## src/rtl/axi_decerr_slave_pkg.sv

```systemverilog
`default_nettype none
// ============================================================================
//  Module      : axi_decerr_slave_pkg
//  Description : Shared constants and FSM state types for the AXI4
//                decode-error responder on the crossbar's default port.
//  Revision    : 1.0  initial release
// ============================================================================
package axi_decerr_slave_pkg;

  // AXI response code for a decode error
  localparam logic [1:0]  AxiRespDecErr = 2'b11;

  // Recognisable pattern returned on every read beat
  localparam logic [63:0] DecErrData    = 64'hDEAD_BEEF_BADC_AB1E;

  // Write channel: take AW, drain the W burst, then answer with one B
  typedef enum logic [1:0] {
    W_IDLE = 2'd0,
    W_DATA = 2'd1,
    W_RESP = 2'd2
  } err_wr_state_t;

  // Read channel: take AR, then stream ARLEN+1 error beats
  typedef enum logic {
    R_IDLE = 1'b0,
    R_DATA = 1'b1
  } err_rd_state_t;

endpackage : axi_decerr_slave_pkg
`default_nettype wire

```

## src/rtl/axi_decerr_rd_ch.sv

```systemverilog
`default_nettype none
// ============================================================================
//  Module      : axi_decerr_rd_ch
//  Description : Read half of the decode-error responder. Accepts one AR at a
//                time and returns ARLEN+1 beats, flagging the final one.
//  Revision    : 1.0  initial release
// ============================================================================
module axi_decerr_rd_ch
  import axi_decerr_slave_pkg::*;
#(
  parameter int unsigned ID_WIDTH = 5
) (
  input  logic                clk_i,
  input  logic                rst_ni,
  input  logic                ar_valid_i,
  output logic                ar_ready_o,
  input  logic [ID_WIDTH-1:0] ar_id_i,
  input  logic [7:0]          ar_len_i,
  output logic                r_valid_o,
  input  logic                r_ready_i,
  output logic [ID_WIDTH-1:0] r_id_o,
  output logic                r_last_o,
  output logic                ar_hs_o
);

  err_rd_state_t       r_state;
  logic                r_ar_ready;
  logic                r_valid;
  logic                r_last;
  logic [ID_WIDTH-1:0] r_id;
  logic [7:0]          r_len;
  logic [7:0]          r_cnt;

  logic                w_ar_hs;
  logic                w_r_hs;

  assign w_ar_hs = ar_valid_i & r_ar_ready;
  assign w_r_hs  = r_valid & r_ready_i;

  // Read FSM; r_last is precomputed so it is high exactly when r_cnt == r_len.
  // The 8-bit counter stops at the last beat, so len=255 never wraps it.
  always_ff @(posedge clk_i or negedge rst_ni) begin
    if (!rst_ni) begin
      r_state    <= R_IDLE;
      r_ar_ready <= 1'b1;
      r_valid    <= 1'b0;
      r_last     <= 1'b0;
      r_id       <= '0;
      r_len      <= 8'd0;
      r_cnt      <= 8'd0;
    end else begin
      case (r_state)
        R_IDLE: begin
          if (w_ar_hs) begin
            r_state    <= R_DATA;
            r_ar_ready <= 1'b0;
            r_valid    <= 1'b1;
            r_id       <= ar_id_i;
            r_len      <= ar_len_i;
            r_cnt      <= 8'd0;
            r_last     <= (ar_len_i == 8'd0);
          end
        end
        R_DATA: begin
          if (w_r_hs) begin
            if (r_last) begin
              r_state    <= R_IDLE;
              r_ar_ready <= 1'b1;
              r_valid    <= 1'b0;
              r_last     <= 1'b0;
            end else begin
              r_cnt  <= r_cnt + 8'd1;
              r_last <= ((r_cnt + 8'd1) == r_len);
            end
          end
        end
        default: begin
          r_state    <= R_IDLE;
          r_ar_ready <= 1'b1;
          r_valid    <= 1'b0;
          r_last     <= 1'b0;
        end
      endcase
    end
  end

  assign ar_ready_o = r_ar_ready;
  assign r_valid_o  = r_valid;
  assign r_last_o   = r_last;
  assign r_id_o     = r_id;
  assign ar_hs_o    = w_ar_hs;

endmodule : axi_decerr_rd_ch
`default_nettype wire

```

## src/rtl/axi_decerr_slave.sv

```systemverilog
`default_nettype none
// ============================================================================
//  Module      : axi_decerr_slave
//  Description : AXI4 default-port responder. Completes every access with
//                DECERR (full write drain + one B, ARLEN+1 read beats) and
//                keeps a saturating error count plus the last bad address.
//  Revision    : 1.0  initial release
// ============================================================================
module axi_decerr_slave
  import axi_decerr_slave_pkg::*;
#(
  parameter int unsigned           ID_WIDTH   = 5,
  parameter int unsigned           ADDR_WIDTH = 64,
  parameter int unsigned           DATA_WIDTH = 64,
  parameter int unsigned           CNT_WIDTH  = 32,
  parameter logic [DATA_WIDTH-1:0] ERR_DATA   = DATA_WIDTH'(DecErrData)
) (
  input  logic                  clk_i,
  input  logic                  rst_ni,
  // AW
  input  logic                  aw_valid_i,
  output logic                  aw_ready_o,
  input  logic [ID_WIDTH-1:0]   aw_id_i,
  input  logic [ADDR_WIDTH-1:0] aw_addr_i,
  // W (data and strobes are discarded, so not brought in)
  input  logic                  w_valid_i,
  output logic                  w_ready_o,
  input  logic                  w_last_i,
  // B
  output logic                  b_valid_o,
  input  logic                  b_ready_i,
  output logic [ID_WIDTH-1:0]   b_id_o,
  output logic [1:0]            b_resp_o,
  // AR
  input  logic                  ar_valid_i,
  output logic                  ar_ready_o,
  input  logic [ID_WIDTH-1:0]   ar_id_i,
  input  logic [ADDR_WIDTH-1:0] ar_addr_i,
  input  logic [7:0]            ar_len_i,
  // R
  output logic                  r_valid_o,
  input  logic                  r_ready_i,
  output logic [ID_WIDTH-1:0]   r_id_o,
  output logic [DATA_WIDTH-1:0] r_data_o,
  output logic [1:0]            r_resp_o,
  output logic                  r_last_o,
  // Debug log
  output logic [CNT_WIDTH-1:0]  err_count_o,
  output logic [ADDR_WIDTH-1:0] err_addr_o,
  output logic                  err_pulse_o
);

  err_wr_state_t         r_wr_state;
  logic                  r_aw_ready;
  logic                  r_w_ready;
  logic                  r_b_valid;
  logic [ID_WIDTH-1:0]   r_b_id;

  logic [CNT_WIDTH-1:0]  r_err_cnt;
  logic [ADDR_WIDTH-1:0] r_err_addr;
  logic                  r_err_pulse;

  logic                  w_aw_hs;
  logic                  w_w_hs;
  logic                  w_ar_hs;
  logic [CNT_WIDTH:0]    w_cnt_sum;
  logic [CNT_WIDTH-1:0]  w_cnt_next;

  assign w_aw_hs = aw_valid_i & r_aw_ready;
  assign w_w_hs  = w_valid_i & r_w_ready;

  // Write FSM: one outstanding write; W is stalled until AW has been taken
  always_ff @(posedge clk_i or negedge rst_ni) begin
    if (!rst_ni) begin
      r_wr_state <= W_IDLE;
      r_aw_ready <= 1'b1;
      r_w_ready  <= 1'b0;
      r_b_valid  <= 1'b0;
      r_b_id     <= '0;
    end else begin
      case (r_wr_state)
        W_IDLE: begin
          if (w_aw_hs) begin
            r_wr_state <= W_DATA;
            r_aw_ready <= 1'b0;
            r_w_ready  <= 1'b1;
            r_b_id     <= aw_id_i;
          end
        end
        W_DATA: begin
          if (w_w_hs && w_last_i) begin
            r_wr_state <= W_RESP;
            r_w_ready  <= 1'b0;
            r_b_valid  <= 1'b1;
          end
        end
        W_RESP: begin
          if (b_ready_i) begin
            r_wr_state <= W_IDLE;
            r_b_valid  <= 1'b0;
            r_aw_ready <= 1'b1;
          end
        end
        default: begin
          r_wr_state <= W_IDLE;
          r_aw_ready <= 1'b1;
          r_w_ready  <= 1'b0;
          r_b_valid  <= 1'b0;
        end
      endcase
    end
  end

  axi_decerr_rd_ch #(
    .ID_WIDTH (ID_WIDTH)
  ) u_rd_ch (
    .clk_i      (clk_i),
    .rst_ni     (rst_ni),
    .ar_valid_i (ar_valid_i),
    .ar_ready_o (ar_ready_o),
    .ar_id_i    (ar_id_i),
    .ar_len_i   (ar_len_i),
    .r_valid_o  (r_valid_o),
    .r_ready_i  (r_ready_i),
    .r_id_o     (r_id_o),
    .r_last_o   (r_last_o),
    .ar_hs_o    (w_ar_hs)
  );

  // One extra bit catches the carry; 2^N-1 + 2 always fits in N+1 bits
  assign w_cnt_sum  = {1'b0, r_err_cnt}
                    + (CNT_WIDTH+1)'(w_aw_hs)
                    + (CNT_WIDTH+1)'(w_ar_hs);
  assign w_cnt_next = w_cnt_sum[CNT_WIDTH] ? {CNT_WIDTH{1'b1}}
                                           : w_cnt_sum[CNT_WIDTH-1:0];

  // Error log: saturating count, last address (AW wins a tie), acceptance pulse
  always_ff @(posedge clk_i or negedge rst_ni) begin
    if (!rst_ni) begin
      r_err_cnt   <= '0;
      r_err_addr  <= '0;
      r_err_pulse <= 1'b0;
    end else begin
      r_err_cnt   <= w_cnt_next;
      r_err_pulse <= w_aw_hs | w_ar_hs;
      if (w_aw_hs) begin
        r_err_addr <= aw_addr_i;
      end else if (w_ar_hs) begin
        r_err_addr <= ar_addr_i;
      end
    end
  end

  assign aw_ready_o  = r_aw_ready;
  assign w_ready_o   = r_w_ready;
  assign b_valid_o   = r_b_valid;
  assign b_id_o      = r_b_id;
  assign b_resp_o    = AxiRespDecErr;
  assign r_data_o    = ERR_DATA;
  assign r_resp_o    = AxiRespDecErr;
  assign err_count_o = r_err_cnt;
  assign err_addr_o  = r_err_addr;
  assign err_pulse_o = r_err_pulse;

endmodule : axi_decerr_slave
`default_nettype wire

```

## config.mk

```make
export PLATFORM = sky130hd
export DESIGN_NAME = axi_decerr_slave
export DESIGN_NICKNAME = d
export VERILOG_FILES = /design/src/rtl/axi_decerr_slave_pkg.sv /design/src/rtl/axi_decerr_rd_ch.sv /design/src/rtl/axi_decerr_slave.sv
export SDC_FILE = /design/constraint.sdc
export NUM_CORES = 1
export LEC_CHECK = 0
export BUFFER_PORTS_ARGS = -buffer_cell sky130_fd_sc_hd__buf_2
export CORE_ASPECT_RATIO = 1.75
export CORE_MARGIN = 1
export CORE_UTILIZATION = 33
export CTS_CLUSTER_DIAMETER = 60
export DETAILED_ROUTE_END_ITERATION = 7
export PLACE_DENSITY = 0.62
export SYNTH_ARGS = -nofsm -noshare
export SYNTH_HDL_FRONTEND = slang
export SYNTH_SLANG_ARGS = --single-unit
```

## constraint.sdc

```tcl
create_clock -name clk_i -period 2.8 [get_ports clk_i]
set_clock_uncertainty 0.05 [all_clocks]
set_input_delay 0.14 -clock clk_i [delete_from_list [all_inputs] [get_ports clk_i]]
set_output_delay 0.14 -clock clk_i [all_outputs]
set_load 0.005 [all_outputs]
```

==> After elaboration in Yosys (flattened, before gate mapping) <==
Index checks and enable logic that the tools add are counted.
{ "classes": {"n_mux": 36, "bitwise_logic": 9, "n_reduce_logical": 13, "addsub": 3, "n_eq_ne": 10} }
{ "op_table": {"columns": ["cell", "count"], "rows": [
  ["2-to-1 mux 64 bit", 2],
  ["adder 32 x 1 -> 33 bit", 1],
  ["adder 33 x 1 -> 33 bit", 1],
  ["2-to-1 mux 32 bit", 1],
  ["2-to-1 mux 8 bit", 3],
  ["2-to-1 mux 1 bit", 18],
  ["AND reduction 3 bit", 6],
  ["case mux 8 bit (2 select lines)", 1],
  ["!= test 2 bit, second input constant", 7],
  ["case mux 1 bit (3 select lines)", 3],
  ["adder 8 x 1 -> 8 bit, second input constant", 1],
  ["equality test 8 bit", 1],
  ["logical NOT 8 bit", 1],
  ["case mux 1 bit (2 select lines)", 4],
  ["2-to-1 mux 2 bit", 3],
  ["case mux 2 bit (3 select lines)", 1],
  ["AND reduction 2 bit", 3],
  ["bitwise AND 1 bit", 4],
  ["NOT 1 bit", 4],
  ["equality test 2 x 1 -> 1 bit, second input constant", 1],
  ["equality test 2 bit, second input constant", 1],
  ["logical NOT 2 bit", 1],
  ["nonzero test 2 bit", 1],
  ["logical AND 1 bit", 1],
  ["OR 1 bit", 1]
]} }
{ "totals": {"register_bits": 132, "word_cells": 86} }

==> Longest topological paths before layout <==
Gate-level depths: netlist of run 1.
{ "logic_depth": {"word_depth": 5, "depth_mapped": 13} }

==> Hierarchy <==
A second synthesis of run 1 with hierarchy kept.
{ "unflattened": {"cells_unflattened": 716, "hier_area_um2": 6949.2} }
{ "modules_own_cells": {"columns": ["module", "area_per_inst_um2", "instances", "seq_area_each_um2", "cells_per_inst"], "rows": [
  ["axi_decerr_slave", 5584.1, 1, 2678.8, 561],
  ["axi_decerr_rd_ch", 1365.1, 1, 626.9, 155]
]} }

==> Worst setup path before layout of run 1 <==
OpenSTA, ideal clock, no wires.
{ "synth_path": {"path_type": "reg2reg", "from": "register r_aw_ready, in the netlist aw_ready_o", "to": "register r_err_cnt[28], in the netlist err_count_o[28]", "arrival_time_ps": 2863, "required_time_ps": 2625, "path_stages_with_launch": 14, "setup_ps": 125, "path_slack_ps": -238, "cell_sequence": "dfstp_2 > nand2_1 > inv_1 > clkbuf_1 > clkbuf_1 > ha_1 > a31oi_1 > inv_1 > ha_1 > nand4_1 > nor3_2 > nand3_1 > nor2_1 > mux2_2"} }
{ "synth_via": {"elab_chain_len": 4} }
{ "synth_lines": {"columns": ["element", "line", "text"], "rows": [
  ["start, declared", "axi_decerr_slave.sv:54", "logic r_aw_ready;"],
  ["start signal, assigned", "axi_decerr_slave.sv:76", "r_aw_ready <= 1'b1;"],
  ["start signal, assigned", "axi_decerr_slave.sv:85", "r_aw_ready <= 1'b0;"],
  ["start signal, assigned", "axi_decerr_slave.sv:101", "r_aw_ready <= 1'b1;"],
  ["bitwise AND 1 bit", "axi_decerr_slave.sv:69", "assign w_aw_hs = aw_valid_i & r_aw_ready;"],
  ["adder 32 x 1 -> 33 bit", "axi_decerr_slave.sv:132", "+ (CNT_WIDTH+1)'(w_aw_hs)"],
  ["adder 33 x 1 -> 33 bit", "axi_decerr_slave.sv:133", "+ (CNT_WIDTH+1)'(w_ar_hs);"],
  ["2-to-1 mux 32 bit", "axi_decerr_slave.sv:134", "assign w_cnt_next = w_cnt_sum[CNT_WIDTH] ? {CNT_WIDTH{1'b1}}"],
  ["net w_cnt_next[28]", "axi_decerr_slave.sv:67", "logic [CNT_WIDTH-1:0] w_cnt_next;"],
  ["end signal, assigned", "axi_decerr_slave.sv:144", "r_err_cnt <= w_cnt_next;"],
  ["end, declared", "axi_decerr_slave.sv:59", "logic [CNT_WIDTH-1:0] r_err_cnt;"]
]} }
The timed path passes the listed nets, and every way through them passes these cells.
A chain may end at the register's enable or synchronous reset.

==> Worst setup path in the final report of run 1 <==
{ "layout_path": {"from": "register u_rd_ch.r_ar_ready, in the netlist u_rd_ch.ar_ready_o", "to": "register r_err_addr[10], in the netlist err_addr_o[10]"} }
{ "layout_via": {"elab_chain_len": 2} }
{ "layout_lines": {"columns": ["element", "line", "text"], "rows": [
  ["start, declared", "axi_decerr_rd_ch.sv:27", "logic r_ar_ready;"],
  ["start signal, assigned", "axi_decerr_rd_ch.sv:45", "r_ar_ready <= 1'b1;"],
  ["start signal, assigned", "axi_decerr_rd_ch.sv:56", "r_ar_ready <= 1'b0;"],
  ["start signal, assigned", "axi_decerr_rd_ch.sv:68", "r_ar_ready <= 1'b1;"],
  ["bitwise AND 1 bit", "axi_decerr_rd_ch.sv:37", "assign w_ar_hs = ar_valid_i & r_ar_ready;"],
  ["nonzero test 2 bit (no line)", null, null],
  ["end signal, assigned", "axi_decerr_slave.sv:147", "r_err_addr <= aw_addr_i;"],
  ["end signal, assigned", "axi_decerr_slave.sv:149", "r_err_addr <= ar_addr_i;"],
  ["end, declared", "axi_decerr_slave.sv:60", "logic [ADDR_WIDTH-1:0] r_err_addr;"]
]} }
No other way between the ends.

==> summary.txt, run 1 <==
Worst setup path
  – Critical path class: flop to flop
  – Max FO, Critical Path: 39
  – Required time of the critical path: 3060 ps
  – Critical path startpoint category: flop
  – CP endpoint kind: flop
  – Crit path DAT: 2870 ps

Die
  – Initial Util: 0.338
  – Core Region: 19800 µm²
  – Die height: 191 µm
  – DIE AREA: 20900 µm²
  – Row cnt: 68
  – # IOs: 335
  – Die Span X: 110 µm

Power and ir drop
  – Total power: 6850 µW
  – Maximum VDD drop: 0.000430 V
  – Power Density: 672 nW/µm²
  – Leakage Power: 0.00564 µW

Final layout
  – Cell area after layout: 10200 µm²
  – Non-filler cells, final: 1340
  – Register Area: 3310 µm²
  – Layout cells sized above 1: 0.314
  – Layout Area Growth over Synthesis: 51.9%
  – Final Util: 0.514
  – ANT cells: 0
  – Post-layout net count: 1241
  – Fillers: 1797
  – Multi-input combinational cell area: 3030 µm²

Timing
  – Max Slew Vio Count: 0
  – Max Freq: 383 MHz
  – Hold Vio Cnt, Final: 0
  – Worst slew margin: 0.490
  – Measured slew at the worst slew-check pin: 759 ps
  – RSZ-0062 raised after global routing: yes
  – Final min period: 2610 ps
  – Final WS setup: 187 ps
  – Setup violators final: 0
  – Crit share post-route: 0.933

Detailed routing
  – DR vias/cell: 4.67
  – Drt pass-1 iters: 4
  – Routed WL per cell: 14.8 µm
  – Drt first-iter violations: 189
  – DRC violations left: 0
  – Via total after detailed routing: 6263
  – Antenna-violating nets left: 0
  – Total routed wirelength: 19.8 mm

Placed design
  – Post-Place Cell Area: 8100 µm²
  – Placed insts: 1161
  – IO Port Bufs: 266
  – Hpwl dp: 13.4 mm
  – GP Congestion: 0.786
  – Dpl ws: 152 ps

Run
  – Max-cap viol count: 0

GRT
  – Grt total ovfl: 0
  – Global-route wire length before repair: 31.1 mm
  – Initial antenna violation count: 0
  – Vias in the first global route: 6494
  – Total GRT Usage: 0.196
  – Largest net degree at the start of global routing: 79

Clocking
  – Clk buf depth: 2
  – Worst-path clk slew: 60 ps
  – Clock Sinks: 132
  – Root cell of the clock tree: clkbuf_16
  – Cts bufs inserted: 17
  – CTS tree: built
  – Worst skew pair latency: 420 ps
  – H-tree lvl count: 4

Logic synthesis
  – Synth warn: 0
  – Synth Flop Type: dfrtp_1
  – Synth cell count leaders: 130 x dfrtp_1, 116 x nand2_1, 81 x o21ai_0, 68 x buf_4, 65 x mux2i_1
  – Syn_area_per_cell: 10.0 µm²
  – Synthesized instance count: 669
  – Sequential-to-total area share from yosys stat: 0.493
  – Ys async rst share: 1.00
  – Number of library cell types mapped by synthesis: 41
  – Top cells by area, synth: dfrtp_1 48%, mux2i_1 9.7%, buf_4 7.6%
  – Top cell type's share of synthesized area: 0.485
  – EDFF count, synth: 0
  – Flops & latches, synth: 132
  – Synthesized area: 6710 µm²
  – Leading area contributor after synthesis: dfrtp_1
  – Most numerous cell in the Yosys netlist: dfrtp_1

Run status
  – Outcome: finished, final reports clean

Min path
  – Worst Hold Class: primary input to flop
## cell type report
class,instances,share of cell area
flip-flops and latches,132,0.324
multi-input cells,498,0.298
repair buffers,426,0.288
clock buffers,25,0.0467
well taps,245,0.0301
clock inverters,5,0.00982
inverters,9,0.00344
## metrics by stage
step	TNS [ps]	hold WS, ps
after floorplan	0	-206
after global placement	0	169
after detailed placement	0	169
after CTS	0	3.13
after global routing	-7.95	3.25
final	0	14.5
## registers in the layout, summed over array words and instances, names as in the netlist, 2 cells and up
name	count
u_rd_ch.r_len	8
u_rd_ch.r_id_o	5
err_count_o	32
u_rd_ch.r_cnt	8
b_id_o	5
err_addr_o	64
r_wr_state	2
## path summary, 6_finish.rpt
kind | startpoint | end | slack (ps) | cells after the start
max in group asynchronous | rst_ni | err_count_o[7] | 1680 | 3
worst min register to register | u_rd_ch.r_id_o[4] | u_rd_ch.r_id_o[4] | 450 | 1
worst max-delay path | u_rd_ch.ar_ready_o | err_addr_o[10] | 190 | 6
worst min-delay path | ar_addr_i[4] | err_addr_o[4] | 10 | 3
worst max register to register | u_rd_ch.ar_ready_o | err_addr_o[10] | 190 | 6
min in group asynchronous | rst_ni | err_addr_o[44] | 250 | 2
## layout by cell type (no fill, tap or decap), types with 3 or more instances in the layout
cell           synthesis  layout
bufinv_16              0       3
buf_4                 68       8
nor3_1                 7       6
conb_1                 2      68
nand2_1              116     114
clkbuf_1              19       6
buf_2                  7     265
nand4_1               10      10
clkbuf_16              0      17
mux2_2                25      25
o21ai_0               81      81
clkinv_2               0       3
nor2_1                24      24
mux2i_1               65      65
inv_1                  9       8
dfrtp_1              130     130
nand3_1               22      21
xor2_1                13      13
nor2b_1                3       3
and3_1                 9       9
xnor2_1               15      15
o31ai_1                6       6
or2_2                  3       3
dlygate4sd3_1          0     149
a21oi_1                6       6
## metal layers
layer,up-vias,global-route usage,share of wire
li1,2983,-,-
met1,2986,0.192,0.36
met2,242,0.366,0.56
met3,52,0.0448,0.044
met4,0,0.109,0.039
met5,-,0,0
## report_power, final
group          switching [µW]  leakage (µW)  total, µW  internal [µW]
Combinational             767       0.00363       1940           1180
Clock                     801      0.000281       2240           1430
Sequential                290       0.00174       2670           2380
Total                    1860       0.00564       6850           4990
## critical path, stage by stage (launching register included)
cell and delay [ps]:
dfstp_2 400, nand2_4 60, buf_4 470, buf_6 460
mux2i_1 280, o21ai_0 110, dlygate4sd3_1 580
## logic make-up after synthesis
kind of cell / share of synthesized area
and+or+nand+nor: 0.144
DFF: 0.493
buffers and inverters: 0.0981
AOI/OAI and AO/OA: 0.0811
muxes: 0.141
xor gates and xnor gates: 0.0365
adders and majority gates: 0.00559
other: 0.00112
## timing repair
item / CTS / global route
buffers inserted: 0 / 0
hold buffers: 149 / 0
endpoints found under the hold margin: 160 / 0
endpoints found under the setup margin: 0 / 41
gates resized for setup: 0 / 7
Note: power is estimated with default switching activity, not from simulation.
==> run 2, diff against run 1 <==
--- a/config.mk
+++ b/config.mk
@@ -11,7 +11,7 @@
 export CORE_UTILIZATION = 33
 export CTS_CLUSTER_DIAMETER = 60
 export DETAILED_ROUTE_END_ITERATION = 7
-export PLACE_DENSITY = 0.62
+export PLACE_DENSITY_LB_ADDON = 0.15
 export SYNTH_ARGS = -nofsm -noshare
 export SYNTH_HDL_FRONTEND = slang
 export SYNTH_SLANG_ARGS = --single-unit
==> summary.txt, run 2 (synthesis gave the netlist of run 1 again) <==
Run status
  – Outcome: finished, final reports clean

Die
  – Initial Util: 0.338 (unchanged)
  – Row cnt: 68 (unchanged)
  – # IOs: 335 (unchanged)
  – Die height: 191 µm (unchanged)
  – Die Span X: 110 µm (unchanged)
  – DIE AREA: 20900 µm² (unchanged)
  – Core Region: 19800 µm² (unchanged)

Timing
  – RSZ-0062 raised after global routing: yes
  – Hold Vio Cnt, Final: 0 (unchanged)
  – Setup tns final: 0 ps (unchanged)
  – Final min period: 2650 ps (+34.9 ps)
  – Measured slew at the worst slew-check pin: 541 ps (-218 ps)
  – Crit share post-route: 0.946 (+0.0125)
  – Max Slew Vio Count: 0 (unchanged)
  – Worst slew margin: 0.639 (+0.149)
  – Setup violators final: 0 (unchanged)
  – Max Freq: 378 MHz (-1.3%)

Power and ir drop
  – Maximum VDD drop: 0.000382 V (-11%)
  – Power Density: 665 nW/µm² (-1.1%)
  – Leakage Power: 0.00566 µW (+0.36%)

Final layout
  – Commonest non-fill, non-tap cells in the layout: 265 x buf_2, 152 x dlygate4sd3_1, 130 x dfrtp_1
  – Layout Area Growth over Synthesis: 52.1%
  – Layout cells sized above 1: 0.314 (about the same)
  – Post-layout net count: 1245 (+0.32%)
  – ANT cells: 0 (unchanged)
  – Final Util: 0.515 (+0.000694)
  – Most common cell after layout, fill and taps aside: buf_2
  – Fillers: 1903 (+5.9%)
  – Max reg flops: 64 (unchanged)

Run
  – Max-cap viol count: 0 (unchanged)

Detailed routing
  – DRC violations left: 0 (unchanged)
  – Met2 wire length: 10.4 mm (-6.3%)
  – Top sig layer: met4
  – Routed WL per cell: 14.4 µm (-2.9%)
  – Antenna-violating nets left: 0 (unchanged)
  – M1 wire length: 7.31 mm (+3.0%)
  – Via total after detailed routing: 6125 (-2.2%)
  – Drt pass-1 iters: 4 (unchanged)
  – Drt first-iter violations: 218 (+15%)
  – Met3 Wirelength: 1.18 mm (+36%)
  – Total routed wirelength: 19.4 mm (-2.4%)
  – DR vias/cell: 4.55 (-2.6%)

GRT
  – Global-route wire length before repair: 30.2 mm (-2.8%)
  – Largest net degree at the start of global routing: 89 (+13%)
  – Initial antenna violation count: 0 (unchanged)
  – Grt total ovfl: 0 (unchanged)
  – Vias in the first global route: 6191 (-4.7%)
  – Total GRT Usage: 0.191 (-0.00553)

Placed design
  – GP Congestion: 0.758 (-3.5%)
  – Hpwl dp: 13.5 mm (+0.51%)
  – IO Port Bufs: 266 (unchanged)

Worst setup path
  – Critical path class: flop to flop
  – CP endpoint kind: flop
  – Max FO, Critical Path: 8 (-79%)
  – Critical path startpoint category: flop
  – Required time of the critical path: 3090 ps (+30 ps)
  – Crit path DAT: 2940 ps (+70 ps)

Clocking
  – Worst-path clk slew: 60 ps (about the same)
  – Clk buf depth: 2 (unchanged)
  – Worst skew pair latency: 420 ps (about the same)
  – Root cell of the clock tree: clkbuf_16
  – Cts bufs inserted: 17 (unchanged)
  – CTS tree: built
  – H-tree lvl count: 4 (unchanged)
  – Clock Sinks: 132 (unchanged)

Min path
  – Worst Hold Class: primary input to flop
## run 2: changes by cell type in the layout (fill, tap and decap cells not counted), moves of 2 or more
cell | previous run | this run
clkbuf_8 | 2 | 4
dlygate4sd3_1 | 149 | 152
bufinv_16 | 3 | 1
clkinv_2 | 3 | 5
## run 2: area by class of cell
cell class	instances	area (µm²)	area share
well taps	245	307	0.0300
flip-flops and latches	132	3310	0.324
repair buffers	430	2970	0.291
multi-input cells	498	3040	0.298
clock buffers	26	489	0.0479
inverters	9	35.0	0.00343
clock inverters	6	57.6	0.00564
## run 2: critical path, cell delays in order, from the launching register on
cell       delay (ps)
dfstp_2           590
nand2_4            60
xnor2_1           160
ha_1              190
a31oi_2            70
inv_1             140
ha_4              160
nand4_1           210
nor3_4            300
nand2_1           260
a21boi_0          220
a2bb2oi_1         160
## run 2: final timing paths
kind | start | to | slack, ps | cells after the start
min in group asynchronous | rst_ni | u_rd_ch.r_cnt[4] | 120 | 2
max in group asynchronous | rst_ni | aw_ready_o | 1810 | 3
worst max-delay path | u_rd_ch.ar_ready_o | err_count_o[23] | 150 | 11
worst max register to register | u_rd_ch.ar_ready_o | err_count_o[23] | 150 | 11
worst min register to register | b_id_o[3] | b_id_o[3] | 450 | 1
worst min-delay path | ar_addr_i[10] | err_addr_o[10] | 20 | 3
## run 2: metal layers
layer  up-vias  track usage
li1       2989            -
met1      2891        0.197
met2       220        0.350
met3        25       0.0550
met4         0       0.0759
met5         -            0
## run 2: power by group
part / switching (µW) / total (µW) / internal (µW)
Combinational: 763 / 2020 / 1260
Clock: 808 / 2090 / 1280
Sequential: 288 / 2670 / 2380
Total: 1860 / 6790 / 4930
## run 2: timing repair
action,CTS,global route
endpoints found under the hold margin,128,0
resized for setup,0,6
setup endpoints to repair,0,78
hold buffers,152,0
buffers inserted,0,0
## run 2: per-stage QoR
stage               std cells  cell area (µm²)  total power [µW]  setup WS (ps)  hold WS, ps
finish                   1346            10200              6790            152         20.0
global route             1346            10200              7200          -31.3         32.3
CTS                      1346            10200              6820           12.2         1.75
detailed placement       1162             8110              4020           37.9         30.6
global placement         1162             8110              3990            121         35.8
floorplan                 735             7000              3280           3.75         -206
==> run 3, diff against run 2 <==
--- a/config.mk
+++ b/config.mk
@@ -12,6 +12,7 @@
 export CTS_CLUSTER_DIAMETER = 60
 export DETAILED_ROUTE_END_ITERATION = 7
 export PLACE_DENSITY_LB_ADDON = 0.15
+export REMOVE_ABC_BUFFERS = 1
 export SYNTH_ARGS = -nofsm -noshare
 export SYNTH_HDL_FRONTEND = slang
 export SYNTH_SLANG_ARGS = --single-unit
==> summary.txt, run 3 (synthesis gave the netlist of run 1 again) <==
Run status
  – Outcome: finished, final reports clean

Detailed routing
  – Total routed wirelength: 20.1 mm (+4.0%)
  – Antenna-violating nets left: 0 (unchanged)
  – DRC violations left: 0 (unchanged)
  – Drt pass-1 iters: 4 (unchanged)
  – Drt first-iter violations: 130 (-40%)
  – Via total after detailed routing: 6180 (+0.90%)
  – DR vias/cell: 4.61 (+1.3%)
  – Routed WL per cell: 15.0 µm (+4.5%)

Placed design
  – IO Port Bufs: 266 (unchanged)
  – Hpwl dp: 13.7 mm (+1.8%)
  – GP Congestion: 0.803 (+5.9%)

Timing
  – Measured slew at the worst slew-check pin: 834 ps (+293 ps)
  – Final worst hold slack: 4.54 ps (-15.5 ps)
  – Worst slew margin: 0.444 (-0.196)
  – Final min period: 2590 ps (-59.7 ps)
  – Setup violators final: 0 (unchanged)
  – Max Freq: 386 MHz (+2.3%)
  – RSZ-0062 raised after global routing: yes
  – Setup tns final: 0 ps (unchanged)
  – Hold Vio Cnt, Final: 0 (unchanged)
  – Crit share post-route: 0.924 (-0.0213)
  – Max Slew Vio Count: 0 (unchanged)

Final layout
  – Max reg flops: 64 (unchanged)
  – Fillers: 1898 (-0.26%)
  – Layout Area Growth over Synthesis: 51.0%
  – Most common cell after layout, fill and taps aside: buf_2
  – Layout cells sized above 1: 0.313 (-0.00136)
  – Commonest non-fill, non-tap cells in the layout: 265 x buf_2, 150 x dlygate4sd3_1, 130 x dfrtp_1
  – Post-layout net count: 1244 (-0.080%)

Clocking
  – Cts bufs inserted: 17 (unchanged)
  – CTS tree: built
  – Worst skew pair latency: 420 ps (about the same)
  – Clock Sinks: 132 (unchanged)
  – Worst-path clk slew: 60 ps (about the same)
  – Root cell of the clock tree: clkbuf_16
  – Clk buf depth: 2 (unchanged)
  – H-tree lvl count: 4 (unchanged)

Worst setup path
  – FF-to-FF path depth: 11 (unchanged)
  – Required time of the critical path: 3090 ps (about the same)
  – Critical path startpoint category: flop
  – Crit path DAT: 2880 ps (-60 ps)
  – Reg2reg setup slack: 210 ps (+60 ps)
  – Max FO, Critical Path: 8 (unchanged)
  – Crit path from: u_rd_ch.ar_ready_o
  – R2R Path Start: u_rd_ch.ar_ready_o
  – CP endpoint kind: flop
  – Reg2reg end: err_count_o[23]
  – Critical path endpoint: err_count_o[23]
  – Critical path class: flop to flop

GRT
  – Total GRT Usage: 0.202 (+0.0117)
  – Global-route wire length before repair: 32.2 mm (+6.6%)
  – Vias in the first global route: 6676 (+7.8%)
  – Largest net degree at the start of global routing: 131 (+47%)
  – Grt total ovfl: 0 (unchanged)
  – Initial antenna violation count: 2 (+2)

Min path
  – Hold Path Depth: 3 (unchanged)
  – Worst Hold Class: primary input to flop

Power and ir drop
  – Maximum VDD drop: 0.000499 V (+30%)
  – Leakage Power: 0.00564 µW (-0.50%)
  – Power Density: 656 nW/µm² (-1.3%)

Die
  – Die Span X: 110 µm (unchanged)
  – Initial Util: 0.338 (unchanged)
  – Row cnt: 68 (unchanged)
  – Core Region: 19800 µm² (unchanged)
  – # IOs: 335 (unchanged)
  – Die height: 191 µm (unchanged)
  – DIE AREA: 20900 µm² (unchanged)

Run
  – Max-cap viol count: 0 (unchanged)
-- run 3: changes by cell type in the layout (fill, tap and decap cells not counted), moves of 2 or more --
cell / before / now
nor3_1: 7 / 5
clkinv_2: 5 / 1
dlygate4sd3_1: 152 / 150
nor3_2: 0 / 2
diode_2: 0 / 2
clkbuf_1: 6 / 4
-- run 3: stage by stage --
| step | std cells | total power, µW | worst slack [ps] | utilization | cell area, µm² |
|---|---|---|---|---|---|
| after global placement | 1162 | 4000 | 230 | 0.408 | 8090 |
| after global routing | 1340 | 7080 | -71.5 | 0.511 | 10100 |
| after detailed placement | 1162 | 4020 | 143 | 0.408 | 8090 |
| after CTS | 1337 | 6690 | 70.1 | 0.509 | 10100 |
| final | 1340 | 6650 | 211 | 0.511 | 10100 |
| after floorplan | 639 | 3200 | -1780 | - | 6330 |
-- run 3: metal layers --
metal  track usage  part of all wire  vias up
li1              -                 -     2979
met1         0.207              0.37     2951
met2         0.378              0.55      214
met3        0.0509             0.054       36
met4        0.0862             0.024        0
met5             0                 0        -
-- run 3: layout make-up --
class / instances / area, µm² / share of cell area
diodes: 2 / 5.00 / 0.000494
clock buffers: 25 / 495 / 0.0489
inverters: 9 / 35.0 / 0.00346
multi-input cells: 498 / 3030 / 0.299
flip-flops and latches: 132 / 3310 / 0.326
well taps: 245 / 307 / 0.0302
repair buffers: 429 / 2960 / 0.292
-- run 3: worst min-delay path by stage --
stage | startpoint | to | slack [ps]
3_3_place_gp | rst_ni | err_addr_o[17] | 30
3_5_place_dp | rst_ni | err_addr_o[3] | 30
5_1_grt | ar_addr_i[4] | err_addr_o[4] | 4
2_1_floorplan | rst_ni | b_id_o[0] | -210
4_1_cts | ar_addr_i[21] | err_addr_o[21] | 0.8
6_report | ar_addr_i[4] | err_addr_o[4] | 5
-- run 3: power by group --
part           internal (µW)  leakage, µW  switching, µW
clock network           1190     0.000243            760
registers               2380      0.00174            296
logic                   1260      0.00366            765
total                   4830      0.00564           1820
-- run 3: worst max-delay path, stage by stage (launching register included) --
cell and delay [ps]:
dfstp_2 560, nand2_4 50, xnor2_1 160, ha_1 180, a31oi_1 60, inv_1 90, ha_1 160, nand4_1 220
nor3_4 330, nand2_1 250, a21boi_0 230, a2bb2oi_1 170
-- run 3: what timing repair did --
item                                    CTS  global route
gates resized for setup                   0             7
endpoints found under the hold margin   184             0
endpoints found under the setup margin    0            66
hold buffers                            150             0
buffers inserted                          0             1
